`config.mk`:
```
export PLATFORM = sky130hd
export DESIGN_NAME = dlbf_coeffs_streamer_flat
export DESIGN_NICKNAME = d
export VERILOG_FILES = /design/src/rtl/dlbf_coeffs_streamer_if.sv /design/src/rtl/dlbf_coeffs_streamer.sv /design/src/flat_wrapper.sv
export SDC_FILE = /design/constraint.sdc
export NUM_CORES = 1
export LEC_CHECK = 0
export CAP_MARGIN = 20
export CORE_UTILIZATION = 56
export CTS_CLUSTER_SIZE = 28
export DETAILED_ROUTE_END_ITERATION = 10
export HOLD_SLACK_MARGIN = 0.03
export PLACE_DENSITY = 0.89
export SETUP_SLACK_MARGIN = 0.4
export SKIP_CTS_REPAIR_TIMING = 1
export SYNTH_ARGS = -nofsm -noshare
export SYNTH_HDL_FRONTEND = slang
export SYNTH_SLANG_ARGS = --single-unit
```
`constraint.sdc`:
```
create_clock -name aclk -period 3.7 [get_ports aclk]
set_input_delay 0.37 -clock aclk [delete_from_list [all_inputs] [get_ports aclk]]
set_output_delay 0.37 -clock aclk [all_outputs]
set_load 0.01 [all_outputs]
```
`src/rtl/dlbf_coeffs_streamer_if.sv`:
```
// AXI4-Stream link carrying 64-bit beamforming coefficients toward the AI Engine.
interface dlbf_coeffs_streamer_if;
    logic [63:0] tdata;
    logic        tvalid;
    logic        tready;
    logic        tlast;

    modport master (output tdata, output tvalid, output tlast, input tready);
    modport slave  (input tdata, input tvalid, input tlast, output tready);
endinterface

```
`src/rtl/dlbf_coeffs_streamer.sv`:
```
// Streams coefficient blocks from BRAM port B onto AXI4-Stream; reads are credit-gated
// so an output skid FIFO absorbs every in-flight word under arbitrary backpressure.
module dlbf_coeffs_streamer #(
    parameter int RD_LATENCY = 1,
    parameter int FIFO_DEPTH = 4,
    parameter int ADDR_W     = 16
) (
    input  logic                   aclk,
    input  logic                   aresetn,
    input  logic [ADDR_W-1:0]      cfg_base_addr,
    input  logic [15:0]            cfg_num_words,
    input  logic [15:0]            cfg_num_iter,
    input  logic                   ctrl_start,
    input  logic                   ctrl_stop,
    output logic                   enb,
    output logic [ADDR_W-1:0]      addrb,
    input  logic [63:0]            doutb,
    dlbf_coeffs_streamer_if.master m_axis,
    output logic                   sts_busy,
    output logic                   sts_done,
    output logic [15:0]            sts_iter_cnt
);
    localparam int PTR_W = $clog2(FIFO_DEPTH);
    localparam int CNT_W = $clog2(FIFO_DEPTH + 1);

    typedef enum logic [1:0] {IDLE, ISSUE, DRAIN} state_t;
    state_t state_q, state_d;

    logic [ADDR_W-1:0] base_q;
    logic [15:0]       num_words_q, num_iter_q;
    logic [15:0]       word_idx_q, blk_cnt_q, iter_cnt_q;
    logic              stop_pend_q, done_q, done_d, start_acc;
    logic [CNT_W-1:0]  credit_q, fifo_cnt_q, credit_rel;
    logic [PTR_W-1:0]  wptr_q, rptr_q;
    logic [63:0]       fifo_data [FIFO_DEPTH];
    logic              fifo_last [FIFO_DEPTH];
    logic [RD_LATENCY-1:0] rd_vld_p, rd_last_p;
    logic              arr_vld, arr_last, fifo_empty, fire, push, pop;
    logic              last_word, final_blk;

    assign arr_vld    = rd_vld_p[RD_LATENCY-1];
    assign arr_last   = rd_last_p[RD_LATENCY-1];
    assign fifo_empty = (fifo_cnt_q == '0);

    // Empty FIFO passes arriving read data straight through; a stalled word lands in the FIFO head.
    assign m_axis.tvalid = !fifo_empty || arr_vld;
    assign m_axis.tdata  = fifo_empty ? (arr_vld ? doutb : 64'd0) : fifo_data[rptr_q];
    assign m_axis.tlast  = fifo_empty ? (arr_vld && arr_last) : fifo_last[rptr_q];
    assign fire = m_axis.tvalid && m_axis.tready;
    assign push = arr_vld && !(fifo_empty && m_axis.tready);
    assign pop  = !fifo_empty && m_axis.tready;

    assign credit_rel = credit_q + CNT_W'(fire);
    assign last_word  = (word_idx_q == num_words_q - 16'd1);
    assign final_blk  = ((num_iter_q != 16'd0) && (blk_cnt_q + 16'd1 == num_iter_q))
                        || stop_pend_q || ctrl_stop;
    assign addrb      = enb ? (base_q + ADDR_W'(word_idx_q)) : '0;
    assign sts_busy   = (state_q != IDLE);
    assign sts_done   = done_q;
    assign sts_iter_cnt = iter_cnt_q;

    always_comb begin
        state_d   = state_q;
        enb       = 1'b0;
        done_d    = 1'b0;
        start_acc = 1'b0;
        case (state_q)
            IDLE: begin
                if (ctrl_start) begin
                    start_acc = 1'b1;
                    if (cfg_num_words == 16'd0) done_d  = 1'b1;
                    else                        state_d = ISSUE;
                end
            end
            ISSUE: begin
                enb = (credit_q != '0);
                if (enb && last_word && final_blk) state_d = DRAIN;
            end
            DRAIN: begin
                // All credits home after this cycle means the final beat is being accepted now.
                if (credit_rel == CNT_W'(FIFO_DEPTH)) begin
                    state_d = IDLE;
                    done_d  = 1'b1;
                end
            end
            default: state_d = IDLE;
        endcase
    end

    always_ff @(posedge aclk or negedge aresetn) begin
        if (!aresetn) begin
            state_q     <= IDLE;
            done_q      <= 1'b0;
            credit_q    <= CNT_W'(FIFO_DEPTH);
            fifo_cnt_q  <= '0;
            wptr_q      <= '0;
            rptr_q      <= '0;
            rd_vld_p    <= '0;
            rd_last_p   <= '0;
            word_idx_q  <= '0;
            blk_cnt_q   <= '0;
            iter_cnt_q  <= '0;
            stop_pend_q <= 1'b0;
        end else begin
            state_q    <= state_d;
            done_q     <= done_d;
            credit_q   <= credit_rel - CNT_W'(enb);
            fifo_cnt_q <= fifo_cnt_q + CNT_W'(push) - CNT_W'(pop);
            if (push) wptr_q <= wptr_q + 1'b1;
            if (pop)  rptr_q <= rptr_q + 1'b1;
            // Read-return pipeline: valid and end-of-block tag track the BRAM latency.
            rd_vld_p[0]  <= enb;
            rd_last_p[0] <= enb && last_word;
            for (int i = 1; i < RD_LATENCY; i++) begin
                rd_vld_p[i]  <= rd_vld_p[i-1];
                rd_last_p[i] <= rd_last_p[i-1];
            end
            if (start_acc) begin
                word_idx_q  <= '0;
                blk_cnt_q   <= '0;
                iter_cnt_q  <= '0;
                stop_pend_q <= 1'b0;
            end else begin
                if (enb) begin
                    word_idx_q <= last_word ? 16'd0 : word_idx_q + 16'd1;
                    if (last_word) blk_cnt_q <= blk_cnt_q + 16'd1;
                end
                if (ctrl_stop && (state_q != IDLE)) stop_pend_q <= 1'b1;
                if (fire && m_axis.tlast && (iter_cnt_q != 16'hFFFF))
                    iter_cnt_q <= iter_cnt_q + 16'd1;
            end
        end
    end

    always_ff @(posedge aclk) begin
        if (start_acc) begin
            base_q      <= cfg_base_addr;
            num_words_q <= cfg_num_words;
            num_iter_q  <= cfg_num_iter;
        end
        if (push) begin
            fifo_data[wptr_q] <= doutb;
            fifo_last[wptr_q] <= arr_last;
        end
    end
endmodule

```
`src/flat_wrapper.sv`:
```
// flat-port wrapper written by rule: the top's interface ports become plain ports
module dlbf_coeffs_streamer_flat 
#(
    parameter int RD_LATENCY = 1,
    parameter int FIFO_DEPTH = 4,
    parameter int ADDR_W     = 16
)
  (aclk, aresetn, cfg_base_addr, cfg_num_words, cfg_num_iter, ctrl_start, ctrl_stop, enb, addrb, doutb, sts_busy, sts_done, sts_iter_cnt, m_axis_tdata, m_axis_tvalid, m_axis_tlast, m_axis_tready);
  dlbf_coeffs_streamer_if m_axis_i ();
  input  logic aclk;
  input  logic aresetn;
  input  logic [ADDR_W-1:0] cfg_base_addr;
  input  logic [15:0] cfg_num_words;
  input  logic [15:0] cfg_num_iter;
  input  logic ctrl_start;
  input  logic ctrl_stop;
  output logic enb;
  output logic [ADDR_W-1:0] addrb;
  input  logic [63:0] doutb;
  output logic sts_busy;
  output logic sts_done;
  output logic [15:0] sts_iter_cnt;
  output wire logic [$bits(m_axis_i.tdata)-1:0] m_axis_tdata;
  output wire logic [$bits(m_axis_i.tvalid)-1:0] m_axis_tvalid;
  output wire logic [$bits(m_axis_i.tlast)-1:0] m_axis_tlast;
  input wire logic [$bits(m_axis_i.tready)-1:0] m_axis_tready;
  assign m_axis_tdata = m_axis_i.tdata;
  assign m_axis_tvalid = m_axis_i.tvalid;
  assign m_axis_tlast = m_axis_i.tlast;
  assign m_axis_i.tready = m_axis_tready;
  dlbf_coeffs_streamer #(.RD_LATENCY(RD_LATENCY), .FIFO_DEPTH(FIFO_DEPTH), .ADDR_W(ADDR_W)) u_core (.aclk(aclk), .aresetn(aresetn), .cfg_base_addr(cfg_base_addr), .cfg_num_words(cfg_num_words), .cfg_num_iter(cfg_num_iter), .ctrl_start(ctrl_start), .ctrl_stop(ctrl_stop), .enb(enb), .addrb(addrb), .doutb(doutb), .m_axis(m_axis_i), .sts_busy(sts_busy), .sts_done(sts_done), .sts_iter_cnt(sts_iter_cnt));
endmodule
```
==> results.cfg <==
[routing]
dr.pass1.iters = 7
wl_per_cell_um = 20.9
drt_iter0_markers = 1094
dr_total_vias = 11300
drtAntennaViolNets = 0
drc = 0
vias_per_cell = 6.08
drt_wl_total_um = 39000

[layout]
syn_to_final_growth_pct = 25.4
final_common_cell = edfxtp_1
layout_common_cells = edfxtp_1 (308), clkdlybuf4s50_1 (208), nand2_1 (174)
instances_no_fill = 1862
postLayoutCoreUtil_pct = 72.3
nets = 1598
diodes = 0
final_area_mm2 = 0.0210
drive_above_1_share_pct = 15.0

[worst_setup_path]
end_kind = output port
startpoint_type = flop
crit_fanout = 2
worstPathRequired_ns = 3.33
startpoint = u_core.base_q[0]
critPathKind = reg2out
r2r_end = u_core.blk_cnt_q[4]
r2r-start = u_core.num_words_q[3]
r2r_slack_ns = 0.29
ff2ff_path_depth = 9
endpoint = addrb[12]
critical_path_arrival_ns = 3.13

[timing]
finalHoldViolations = 0
report.final.slew_viol_count = 0
period_share_pct = 94.6
setup_viol = 0
setup_ws_ns = 0.200
fin_crit_ns = 3.50
fin_skew_ns = 0.0285
rsz0062_at_grt = yes
tightestPinTransition_ns = 1.05
whs_ns = 0.397
setup-tns-final_ns = 0
max_freq_mhz = 286
slew_headroom_pct = 30.0

[outcome]
status = complete, no violations

[power]
seqPwrFrac_pct = 37.7
power.internal_mw = 11.5
ir_drop_uv = 649
comb_power_share_pct = 40.7
switchingPower_mw = 5.62
clockPowerShare_pct = 21.6
cellLeakagePower_nw = 7.75
p_per_area_mw_per_mm2 = 815
power_mw = 17.1
sw_frac_of_total_pct = 32.9

[placement]
dpl.cell_count = 1782
dp_hpwl_um = 24000
placed_area_mm2 = 0.0195
place_congestion = 0.845
pre_cts_ws_ns = 0.0696
numPortBuffers = 217

[clocking]
root_buffer = clkbuf_16
numCtsBuffers = 39
cts_tree = built
cts.path.max_buffers = 3
path_clk_slew_ns = 0.06
clkLatencyLatePin_ns = 0.54
htree_levels = 2
cts.sinks = 372

[floorplan]
core_area_mm2 = 0.0290
die_w_um = 175
dieArea_mm2 = 0.0306
chipHeight_um = 175
ios = 218
num_rows = 62
start_util_pct = 57.7

[synth]
syn-num-nets = 1354
ys_seq_elements = 372
ys.flop_type = edfxtp_1
synth_edf_count = 308
async_flop_share_pct = 17.2
synth_cells = 1206
yosysSeqAreaShare_pct = 64.8
synth_area_per_cell_um2 = 13.9
synth.distinct_cells = 65
syn_area_mm2 = 0.0167
yosysWarnings = 0

[grt]
antenna_found_initial = 0
grt.total_usage_pct = 25.1
grt_overflow = 0
grt_first_pass_wirelength_um = 60100
grt_pass1_vias = 11200
grt_max_degree = 67

[job]
maxCapViolCount = 0

[min_path]
hold_path.class = in2reg
holdPathStages = 1
## final cells by class
class / count / area [um2]
multi-input cells: 748 / 5730
clock buffers: 48 / 1020
flip-flops and latches: 372 / 10900
inverters: 30 / 115
fillers: 1797 / 8040
repair buffers: 259 / 2580
clock inverters: 21 / 188
well taps: 384 / 480
## metal layers
metal	up-vias	share of wire, %	GRT usage, %
li1	5035	-	-
met1	5634	39	33.2
met2	563	51	43.1
met3	86	7.2	4.16
met4	0	2.6	6.96
met5	-	0	0
## power groups by stage
stage	Combinational [mW]	Sequential [mW]	Clock (mW)
final	6.95	6.45	3.69
after global routing	7.51	6.53	3.92
after CTS	6.96	6.44	3.75
after detailed placement	6.89	6.48	0
after global placement	6.70	6.37	0
after floorplan	3.84	6.38	0
## registers in the layout, indices dropped and copies added, names as in the netlist
register             flops
u_core.arr_last          1
u_core.arr_vld           1
u_core.base_q           16
u_core.blk_cnt_q        16
u_core.credit_q          3
u_core.fifo_cnt_q        3
u_core.fifo_data       256
u_core.fifo_last         4
u_core.num_iter_q       16
u_core.num_words_q      16
u_core.rptr_q            2
u_core.state_q           2
u_core.stop_pend_q       1
u_core.sts_done          1
u_core.sts_iter_cnt     16
u_core.word_idx_q       16
u_core.wptr_q            2
## synthesized netlist by cell type, drive strengths merged (3+ instances only)
master  instances  area share, %
mux2            6           0.40
xnor2          39            2.0
o21ai          26           0.78
nor3           27           0.81
nand4          13           0.49
nor2b           6           0.22
mux4           65            8.7
nor4           13           0.52
or3            12           0.48
buf            15           0.40
nand4b          3           0.16
nand2b          6           0.22
and4            4           0.21
or2             6           0.22
nor2           59            1.3
xor2           32            1.7
o21bai          3           0.13
a31oi           9           0.34
mux2i          11           0.66
a211oi          8           0.39
dfrtp          63            9.4
or4             8           0.36
and3           13           0.49
nand2         174            3.9
and2           11           0.41
a21oi          20           0.60
a31o            3           0.16
o41ai           3           0.16
ha             29            2.2
edfxtp        308             55
clkbuf         41           0.92
inv            29           0.65
a21o            9           0.40
nand3          98            2.9
## worst max-delay path: stages, from the launching register on
cell	delay (ns)
edfxtp_1	0.38
ha_2	0.22
fa_2	0.36
a211oi_2	0.26
o21bai_1	0.15
a31oi_2	0.21
o21ai_2	0.11
o41ai_2	0.33
buf_4	0.17
buf_6	0.08
xor2_1	0.13
nor2_1	0.05
buf_2	0.14
## how the worst min path moves through the flow
| stage | startpoint | endpoint | slack, ns |
|---|---|---|---|
| floorplan | aresetn | u_core.arr_last | 0.07 |
| global placement | aresetn | u_core.sts_iter_cnt[6] | 0.44 |
| detailed placement | aresetn | u_core.sts_iter_cnt[14] | 0.45 |
| CTS | aresetn | u_core.fifo_cnt_q[2] | -0.11 |
| global route | cfg_base_addr[10] | u_core.base_q[10] | 0.38 |
| finish | cfg_base_addr[10] | u_core.base_q[10] | 0.40 |
## kinds of logic (layout without fill, tap and decap cells)
group / Yosys count / count (layout) / synth area share (%)
adder cells (fa/ha/maj): 31 / 31 / 2.41
AO/OA/AOI/OAI: 104 / 104 / 4.13
multiplexers: 82 / 82 / 9.81
AND/OR/NAND/NOR: 460 / 460 / 13.1
flip-flops: 372 / 372 / 64.8
buffers and inverters: 86 / 358 / 1.99
XOR/XNOR: 71 / 71 / 3.72
Note: power is estimated with default switching activity, not from simulation.
